### src/rtl/bist_sequencer.sv
// bist_sequencer: BIST schedule controller for the LFSR/MISR pattern-test datapath.
// Runs M_ROUNDS rounds of N_CYCLES patterns, then checks the MISR signature against GOLDEN_SIG.
// Optional macro BIST_ABORT_EN adds an abort input that returns an active test to IDLE.
module bist_sequencer #(
  parameter int               N_CYCLES   = 16,
  parameter int               M_ROUNDS   = 12,
  parameter int               PAT_W      = 4,
  parameter int               RND_W      = 4,
  parameter int               SIG_W      = 8,
  parameter logic [SIG_W-1:0] GOLDEN_SIG = 8'hA5
) (
  input  logic             clk,
  input  logic             reset,
  input  logic             start,
  input  logic [SIG_W-1:0] misr_sig,
`ifdef BIST_ABORT_EN
  input  logic             abort,
`endif
  output logic             lfsr_seed_load,
  output logic             lfsr_en,
  output logic             misr_clear,
  output logic             misr_en,
  output logic             test_mode,
  output logic             round_done,
  output logic [RND_W-1:0] round_idx,
  output logic             running,
  output logic             bist_end,
  output logic             pass,
  output logic             fail
);

  typedef enum logic [2:0] {
    S_IDLE    = 3'd0,
    S_SEED    = 3'd1,
    S_RUN     = 3'd2,
    S_COMPARE = 3'd3,
    S_DONE    = 3'd4
  } state_t;

  state_t           state;
  state_t           next_state;
  logic             start_q;
  logic [PAT_W-1:0] pat_cnt;
  logic             go;
  logic             last_pat;
  logic             last_rnd;
  logic             abort_hit;

  // Rising edge of the raw start level; a held level only triggers once.
  assign go       = start & ~start_q;
  assign last_pat = (pat_cnt == PAT_W'(N_CYCLES - 1));
  assign last_rnd = (round_idx == RND_W'(M_ROUNDS - 1));

`ifdef BIST_ABORT_EN
  // Abort only matters while a test is active; IDLE and DONE ignore it.
  assign abort_hit = abort & ((state == S_SEED) | (state == S_RUN) | (state == S_COMPARE));
`else
  assign abort_hit = 1'b0;
`endif

  // State register; an illegal encoding falls back to IDLE via next_state.
  always_ff @(posedge clk) begin
    if (reset) begin
      state <= S_IDLE;
    end else begin
      state <= next_state;
    end
  end

  // Next-state decode for the test schedule.
  always_comb begin
    next_state = state;
    case (state)
      S_IDLE:    if (go) next_state = S_SEED;
      S_SEED:    next_state = S_RUN;
      S_RUN:     if (last_pat && last_rnd) next_state = S_COMPARE;
      S_COMPARE: next_state = S_DONE;
      S_DONE:    if (go) next_state = S_SEED;
      default:   next_state = S_IDLE;
    endcase
    if (abort_hit) next_state = S_IDLE;
  end

  // Registered copy of start for edge detection.
  always_ff @(posedge clk) begin
    if (reset) begin
      start_q <= 1'b0;
    end else begin
      start_q <= start;
    end
  end

  // Pattern and round counters; cleared on entry to SEED so a new test starts at round 0.
  always_ff @(posedge clk) begin
    if (reset || abort_hit) begin
      pat_cnt   <= '0;
      round_idx <= '0;
    end else if (next_state == S_SEED) begin
      pat_cnt   <= '0;
      round_idx <= '0;
    end else if (state == S_RUN) begin
      if (last_pat) begin
        pat_cnt <= '0;
        if (!last_rnd) round_idx <= round_idx + RND_W'(1);
      end else begin
        pat_cnt <= pat_cnt + PAT_W'(1);
      end
    end
  end

  // Verdict register: captured in COMPARE, held through DONE, cleared when a new test starts.
  always_ff @(posedge clk) begin
    if (reset || abort_hit) begin
      pass <= 1'b0;
      fail <= 1'b0;
    end else if (next_state == S_SEED) begin
      pass <= 1'b0;
      fail <= 1'b0;
    end else if (state == S_COMPARE) begin
      pass <= (misr_sig == GOLDEN_SIG);
      fail <= (misr_sig != GOLDEN_SIG);
    end
  end

  // Moore output decode from the registered state and pattern counter.
  always_comb begin
    lfsr_seed_load = 1'b0;
    lfsr_en        = 1'b0;
    misr_clear     = 1'b0;
    misr_en        = 1'b0;
    test_mode      = 1'b0;
    round_done     = 1'b0;
    running        = 1'b0;
    bist_end       = 1'b0;
    case (state)
      S_SEED: begin
        lfsr_seed_load = 1'b1;
        misr_clear     = 1'b1;
        test_mode      = 1'b1;
        running        = 1'b1;
      end
      S_RUN: begin
        lfsr_en    = 1'b1;
        misr_en    = 1'b1;
        test_mode  = 1'b1;
        running    = 1'b1;
        round_done = last_pat;
      end
      S_COMPARE: begin
        test_mode = 1'b1;
        running   = 1'b1;
      end
      S_DONE: begin
        bist_end = 1'b1;
      end
      default: begin
        lfsr_seed_load = 1'b0;
      end
    endcase
  end

endmodule

### config.mk
export PLATFORM = sky130hd
export DESIGN_NAME = bist_sequencer
export DESIGN_NICKNAME = d
export VERILOG_FILES = /design/src/rtl/bist_sequencer.sv
export SDC_FILE = /design/constraint.sdc
export NUM_CORES = 1
export LEC_CHECK = 0
export CAP_MARGIN = 20
export CORE_MARGIN = 2
export CORE_UTILIZATION = 46
export DETAILED_ROUTE_END_ITERATION = 7
export PLACE_DENSITY = 0.82
export REMOVE_ABC_BUFFERS = 1
export SYNTH_ARGS = -nofsm -noshare
export SYNTH_HDL_FRONTEND = slang
export SYNTH_SLANG_ARGS = --single-unit
### constraint.sdc
create_clock -name clk -period 3.5 [get_ports clk]
set_clock_uncertainty 0.1 [all_clocks]
set_input_delay 0.7 -clock clk [delete_from_list [all_inputs] [get_ports clk]]
set_output_delay 0.7 -clock clk [all_outputs]
set_load 0.01 [all_outputs]
# Word-level counts from Yosys, hierarchy flattened

Cells that the tools add are included.

Bits in registers: 14
Bits of input ports: 11
Output and inout bits: 14
Logic and storage cells: 35

Add/subtract/negate cells: 2
Equal/unequal tests: 9
Multiplexer cells: 9
Bitwise operators: 3
Reduce and logical (&&, ||, !) cells: 6

Operators with widths:

| cell                                                                   | number |
|---|---|
| 3-bit one-hot mux with 4 select lines                                  | 1 |
| 4-bit by 1-bit adder with 4-bit output (second input constant)         | 2 |
| 4-bit equality test (second input constant)                            | 2 |
| 8-bit equality test (second input constant)                            | 1 |
| 8-bit inequality test (second input constant)                          | 1 |
| 3-bit by 1-bit equality test with 1-bit output (second input constant) | 2 |
| 3-bit by 2-bit equality test with 1-bit output (second input constant) | 2 |
| 3-bit 2-to-1 mux                                                       | 2 |
| 1-bit 2-to-1 mux                                                       | 5 |
| 4-bit 2-to-1 mux                                                       | 1 |
| 2-bit OR reduction                                                     | 2 |
| 3-bit equality test (second input constant)                            | 1 |
| 3-bit zero test                                                        | 1 |
| 3-bit AND reduction                                                    | 1 |
| 3-bit OR reduction                                                     | 1 |
| 1-bit NOT                                                              | 2 |
| 1-bit AND                                                              | 1 |
| 1-bit logical AND                                                      | 1 |

# Logic depth before layout (Yosys ltp)

Gate-level depths: netlist (run 1).

Depth in word-level cells: 6
Depth in mapped cells: 6
Depth with buffers taken out: 4

# Worst setup path after synthesis (run 1)

Ideal clock, no wire load.

Path kind: register to output
Start: register state[1]
End: output misr_en
Arrival time: 1.205 ns
Data required time: 2.700 ns
Setup slack: 1.495 ns
Stages on the path, launching flop included: 6
Path buffers: 3
Cells stage by stage: dfxtp_1 -> buf_4 -> or3b_1 -> buf_2 -> inv_1 -> buf_4

Word-level cells in the longest chain between the ends: 2

RTL lines:

| what                                           | line | source |
|---|---|---|
| from (decl)                                    | 40   | `state_t state;` |
| from (signal assigned)                         | 66   | `state <= next_state;` |
| 3-bit by 2-bit equality test with 1-bit output | --   |  |
| 1-bit 2-to-1 mux                               | --   |  |
| to (decl)                                      | 22   | `output logic misr_en,` |

Every way passes these cells.

# Worst setup path after layout (run 1)

Start: register state[1]
End: output misr_en

Word-level cells in the longest chain between the ends: 2

RTL lines:

| what                                           | line | source |
|---|---|---|
| 3-bit by 2-bit equality test with 1-bit output | 135  | `case (state)` |
| 1-bit 2-to-1 mux                               | 135  |  |

Every way passes these cells.

==> results of run 1 <==
power groups by stage:
stage	clock network, mW	logic (mW)	registers (mW)
final	0.117	0.0498	0.168
after global routing	0.125	0.0537	0.169
after CTS	0.120	0.0501	0.168
after detailed placement	0	0.0498	0.171
after global placement	0	0.0488	0.171
after floorplan	0	0.0216	0.170
cells in the final DEF (no fill, tap or decap), types with 2 or more instances in the layout:
| cell type | synthesis | routed |
|---|---|---|
| nand2_1 | 5 | 5 |
| inv_1 | 3 | 3 |
| nand4b_1 | 2 | 2 |
| or3_1 | 3 | 3 |
| a21oi_1 | 8 | 8 |
| clkdlybuf4s50_1 | 0 | 24 |
| nor3_1 | 3 | 3 |
| dfxtp_1 | 14 | 14 |
| clkbuf_4 | 0 | 3 |
| o21ai_0 | 4 | 4 |
| xnor2_1 | 2 | 2 |
| nor3b_1 | 2 | 2 |
| nand3_1 | 7 | 7 |
| nand3b_1 | 2 | 2 |
| mux2i_1 | 2 | 2 |
| ha_1 | 2 | 2 |
| nor2_1 | 3 | 3 |
| nor2b_1 | 2 | 2 |
tightest hold or removal path, cell delays in order, from the launching register on:
cell and delay [ns]:
dfxtp_1 0.32, nand2_1 0.05, a21oi_1 0.05
metal layers:
metal / part of all wire, % / track usage, % / vias to the layer above
li1: - / - / 331
met1: 47 / 22.9 / 296
met2: 48 / 27.5 / 13
met3: 3.7 / 6.38 / 2
met4: 1.2 / 7.88 / 0
met5: 0 / 0 / -
cell families (layout without fill, tap and decap cells):
logic type | Yosys count | count (layout) | share of synthesized area, %
multiplexers | 2 | 2 | 2.83
AO/OA/AOI/OAI | 14 | 14 | 10.8
AND/OR/NAND/NOR | 38 | 38 | 33.7
adder cells (fa/ha/maj) | 2 | 2 | 3.53
XOR/XNOR | 2 | 2 | 2.47
flip-flops | 14 | 14 | 39.6
buffers and inverters | 9 | 31 | 7.07
layout make-up:
cell class              instances  share of cell area (%)
multi-input cells              58                    39.1
well taps                      16                    2.07
clock buffers                   4                    3.76
repair buffers                 24                    24.9
inverters                       3                    1.17
flip-flops and latches         14                    29.0
per-stage QoR:
stage / worst slack, ns / hold WS (ns) / utilization (%) / std cells / total power, mW
2_1_floorplan: 1.59 / 0.366 / - / 75 / 0.192
3_3_place_gp: 1.02 / 0.350 / 63.2 / 115 / 0.220
3_5_place_dp: 1.01 / 0.356 / 63.2 / 115 / 0.221
4_1_cts: 0.671 / 0.370 / 65.6 / 119 / 0.338
5_1_grt: 0.581 / 0.388 / 65.6 / 119 / 0.347
6_report: 0.659 / 0.371 / 65.6 / 119 / 0.335
worst max path at each step:
stage	startpoint	to	slack, ns	depth (start not counted)
finish	state[1]$_SDFF_PP0_	misr_en	0.66	3
global route	state[1]$_SDFF_PP0_	misr_en	0.58	3
CTS	state[1]$_SDFF_PP0_	misr_en	0.67	3
detailed placement	state[1]$_SDFF_PP0_	misr_en	1.01	3
global placement	state[1]$_SDFF_PP0_	lfsr_en	1.02	3
floorplan	misr_sig[1]	fail$_SDFFE_PP0P_	1.59	3
sequential cells by signal, summed over array words and instances (netlist names):
signal,flops
pat_cnt,4
round_idx,4
state,3
fail,1
pass,1
start_q,1
==> impl_metrics.toml, run 1 <==
[clocking]
clk_pin_slew_ns = 0.09
htreeDepth = 1
cts_sinks = 14
insertion_delay_ns = 0.28
cts_resized = 0
hold_buffers = 0
cts_root_buffer = "clkbuf_4"
cts_setup_buffers = 0
cts_made_buffers = 3
tritoncts = "yes"
ctsLongestPathBuffers = 2

[sta]
fin_setup_tns_ns = 0
max_clock_freq_ghz = 0.352
slew_headroom_pct = 77.1
tightest_slew_ns = 0.341
drv_slew = 0
hold_viol_final = 0
final.min_clock_period_ns = 2.84
setup_viol = 0
grt_setup_unrepaired = "false"
finalCritPeriodShare_pct = 81.2

[synthesis]
synth_area_leaders = "dfxtp_1 (40%), a21oi_1 (5.7%), nand3_1 (4.9%)"
synth.distinct_cells = 30
synth-async-reset-ratio_pct = 0
synth_seq_cells = 14
synth_top_area_share_pct = 39.6
synth_flop_cell = "dfxtp_1"
synth-edff-count = 0
yosysSeqAreaShare_pct = 39.6
netlist_instances = 81
synth_area_per_cell_um2 = 8.74
syn_area_um2 = 708
synth_top_area_cell = "dfxtp_1"
ys_warn_count = 0
synth.most_common_cell = "dfxtp_1"
ys_top_cells_by_count = "dfxtp_1 (14), a21oi_1 (8), nand3_1 (7)"

[power]
max-vdd-ir-drop_mv = 0.214
leakage_nw = 0.326
powerDensity_nw_per_um2 = 347
switching_share_pct = 23.9
cellInternalPower_mw = 0.255
clkPwrFrac_pct = 35.0
pwr-share-seq_pct = 50.2
power_frac_comb_pct = 14.9
switchingPower_mw = 0.0802

[critical_path]
criticalPathCategory = "reg2out"
path_delay_family = "buffers and inverters"
r2r-end = "round_idx[3]$_SDFFE_PP0P_"
cp.required_ns = 2.70
critPathLaunchType = "flip-flop"
cpMaxStageDelayCell = "clkdlybuf4s50_1"
rr_worst_depth = 3
slowest_delay_ns = 0.57
path_max_fanout = 8
path_buf_inv = 2
r2r_setup_slack_ns = 1.67
crit_chain = "or3b_1 > inv_1 > clkdlybuf4s50_1"
arrival_ns = 2.04
endpoint_kind = "output pin"
r2r_start = "state[1]$_SDFF_PP0_"

[grt]
overflow = 0
antenna_found_initial = 0
grt_max_degree = 10
grt_pass1_vias = 606
grt_usage_pct = 18.1
grt_first_pass_wirelength_um = 2500

[placement]
finalWeightedCongestion = 0.763
dp_hpwl_um = 1090
dpl-instance-area_um2 = 930
io_buffers = 24

[route]
dr.pass1.iters = 4
viasPerCell = 5.39
drt_iter0_markers = 12
wl_per_cell_um = 12.6
drt_wl_total_um = 1500
vias = 642
drc = 0
antenna_left = 0

[worst_hold_path]
min_path_cells = 2
hold_path_end = "pass$_SDFFE_PP0P_"
min_path_type = "reg2reg"
min_from = "pass$_SDFFE_PP0P_"

[cells_and_area]
nets = 117
fillers = 140
ff_latch_area_um2 = 280
syn2layout_area_growth_pct = 36.4
fin_area_um2 = 966
multi_input_area_um2 = 378
drive_above_1_share_pct = 6.80
insertedDiodeCount = 0

[die]
initial_core_util_pct = 48.1
core-area_um2 = 1470
rows = 14
die_x_um = 43.2
die_area_um2 = 1870
dieHeight_um = 43.2
io_pins = 25

[flow_run]
maxCapViolCount = 0

[status]
status = "completed"
(Power assumes the default switching activity.)
==> inputs of run 2 (changes only) <==
CORE_UTILIZATION = 43   (was 46)
PLACE_DENSITY = 0.77   (was 0.82)
clock period = 2.7 ns   (was 3.5 ns; I/O delays follow)
==> run 2 against run 1 <==
Against the previous run: clock-buffer cell count unchanged; critical path type unchanged; first-iteration DRC count increased by 58%; non-clock buffer count unchanged.
==> impl_metrics.toml, run 2 (synthesized netlist as in run 1, its figures left out) <==
[cells_and_area]
ff_latch_area_um2 = 282
layout_commonest_cell = "clkdlybuf4s50_1"
syn2layout_area_growth_pct = 36.9
multi_input_area_um2 = 380
insertedDiodeCount = 0
most-common-layout-cells = "clkdlybuf4s50_1 (24), dfxtp_1 (13), a21oi_1 (8)"
nets = 117
fillers = 133
top_regs = "pat_cnt (4), round_idx (4), state (3)"
fin_area_um2 = 970
drive_above_1_share_pct = 8.74

[sta]
fin_ws_ns = 0.156
slew_headroom_pct = 75.2
final.min_clock_period_ns = 2.54
tightest_slew_ns = 0.369
finalCritPeriodShare_pct = 94.2
drv_slew = 0
fin_setup_tns_ns = 0
grt_setup_unrepaired = "false"
hold_viol_final = 0
max_clock_freq_ghz = 0.393
setup_viol = 0

[power]
pwr-share-seq_pct = 49.7
clkPwrFrac_pct = 35.3
switching_share_pct = 24.3
cellInternalPower_mw = 0.332
powerDensity_nw_per_um2 = 452
power_frac_comb_pct = 15.0
power_mw = 0.439
switchingPower_mw = 0.107
max-vdd-ir-drop_mv = 0.338
leakage_nw = 0.329

[critical_path]
endpoint_kind = "output pin"
path_max_fanout = 9
arrival_ns = 1.90
cp.required_ns = 2.06
critPathLaunchType = "flip-flop"
r2r_setup_slack_ns = 0.94
criticalPathCategory = "reg2out"

[clocking]
tritoncts = "yes"
hold_buffers = 0
ctsLongestPathBuffers = 2
cts_made_buffers = 3
htreeDepth = 1
cts_sinks = 14
clk_pin_slew_ns = 0.09
insertion_delay_ns = 0.29
cts_root_buffer = "clkbuf_4"

[grt]
overflow = 0
grt_usage_pct = 18.0
grt_max_degree = 10
antenna_found_initial = 0
grt_first_pass_wirelength_um = 2520
grt_pass1_vias = 595

[route]
drc = 0
vias = 673
drt_wl_total_um = 1560
viasPerCell = 5.66
antenna_left = 0
wl_per_cell_um = 13.1
drt_iter0_markers = 19
dr.pass1.iters = 4

[die]
die_area_um2 = 1990
rows = 14
io_pins = 25
die_x_um = 44.6
dieHeight_um = 44.6
core-area_um2 = 1520
initial_core_util_pct = 46.5

[worst_hold_path]
min_path_type = "reg2reg"

[flow_run]
maxCapViolCount = 0

[placement]
io_buffers = 24
dpl-instance-area_um2 = 930
dp_hpwl_um = 1150
dpl_worst_slack_ns = 0.331
finalWeightedCongestion = 0.728

[status]
status = "completed"
run 2: cell count changes in the layout (fill, tap and decap cells not counted):
| cell | before | now |
|---|---|---|
| or3b_4 | 0 | 1 |
| or3b_1 | 1 | 0 |
| dfxtp_1 | 14 | 13 |
| dfxtp_2 | 0 | 1 |
run 2: power groups by stage:
stage	Clock [mW]	Combinational [mW]	Sequential (mW)
final	0.155	0.0656	0.218
after global routing	0.169	0.0714	0.219
after CTS	0.161	0.0660	0.218
after detailed placement	0	0.0644	0.222
after global placement	0	0.0637	0.222
after floorplan	0	0.0281	0.221
run 2: metal layers:
metal | routed length [um] | part of all wire [%] | up-vias | track usage [%]
li1 | - | - | 333 | -
met1 | 705 | 45 | 313 | 23.0
met2 | 741 | 48 | 22 | 25.8
met3 | 79 | 5.1 | 5 | 7.35
met4 | 32 | 2.1 | 0 | 9.09
met5 | 0 | 0 | - | 0
run 2: cell type report:
cell class                 instances  area share [%]
multi-input combinational         58            39.2
sequential                        14            29.0
timing repair buffer              24            24.8
clock buffer                       4            3.74
tap                               16            2.06
inverter                           3            1.16
run 2: final timing paths:
kind | start | cells after the start | to
setup / recovery | state[2]$_SDFF_PP0_ | 3 | round_done
hold / removal | pass$_SDFFE_PP0P_ | 2 | pass$_SDFFE_PP0P_
hold reg to reg | pass$_SDFFE_PP0P_ | 2 | pass$_SDFFE_PP0P_
setup reg to reg | state[0]$_SDFF_PP0_ | 3 | pat_cnt[0]$_SDFFE_PP0P_
run 2: repair_timing:
| action | CTS | global route |
|---|---|---|
| buffers inserted | 0 | 0 |
| gates resized for setup | 1 | 1 |
| setup endpoints to repair | 3 | 3 |
| pin swaps | 0 | 0 |
run 2: through the flow:
stage | instances | utilization (%) | hold WS (ns)
floorplan | 75 | - | 0.366
global placement | 115 | 61.0 | 0.350
detailed placement | 115 | 61.0 | 0.357
CTS | 119 | 63.5 | 0.371
global route | 119 | 63.6 | 0.379
finish | 119 | 63.6 | 0.372
run 2: critical path: stages, from the launching register on:
cell and delay, ns:
dfxtp_1 0.39, or3b_4 0.47, nor2_1 0.18, clkdlybuf4s50_1 0.57
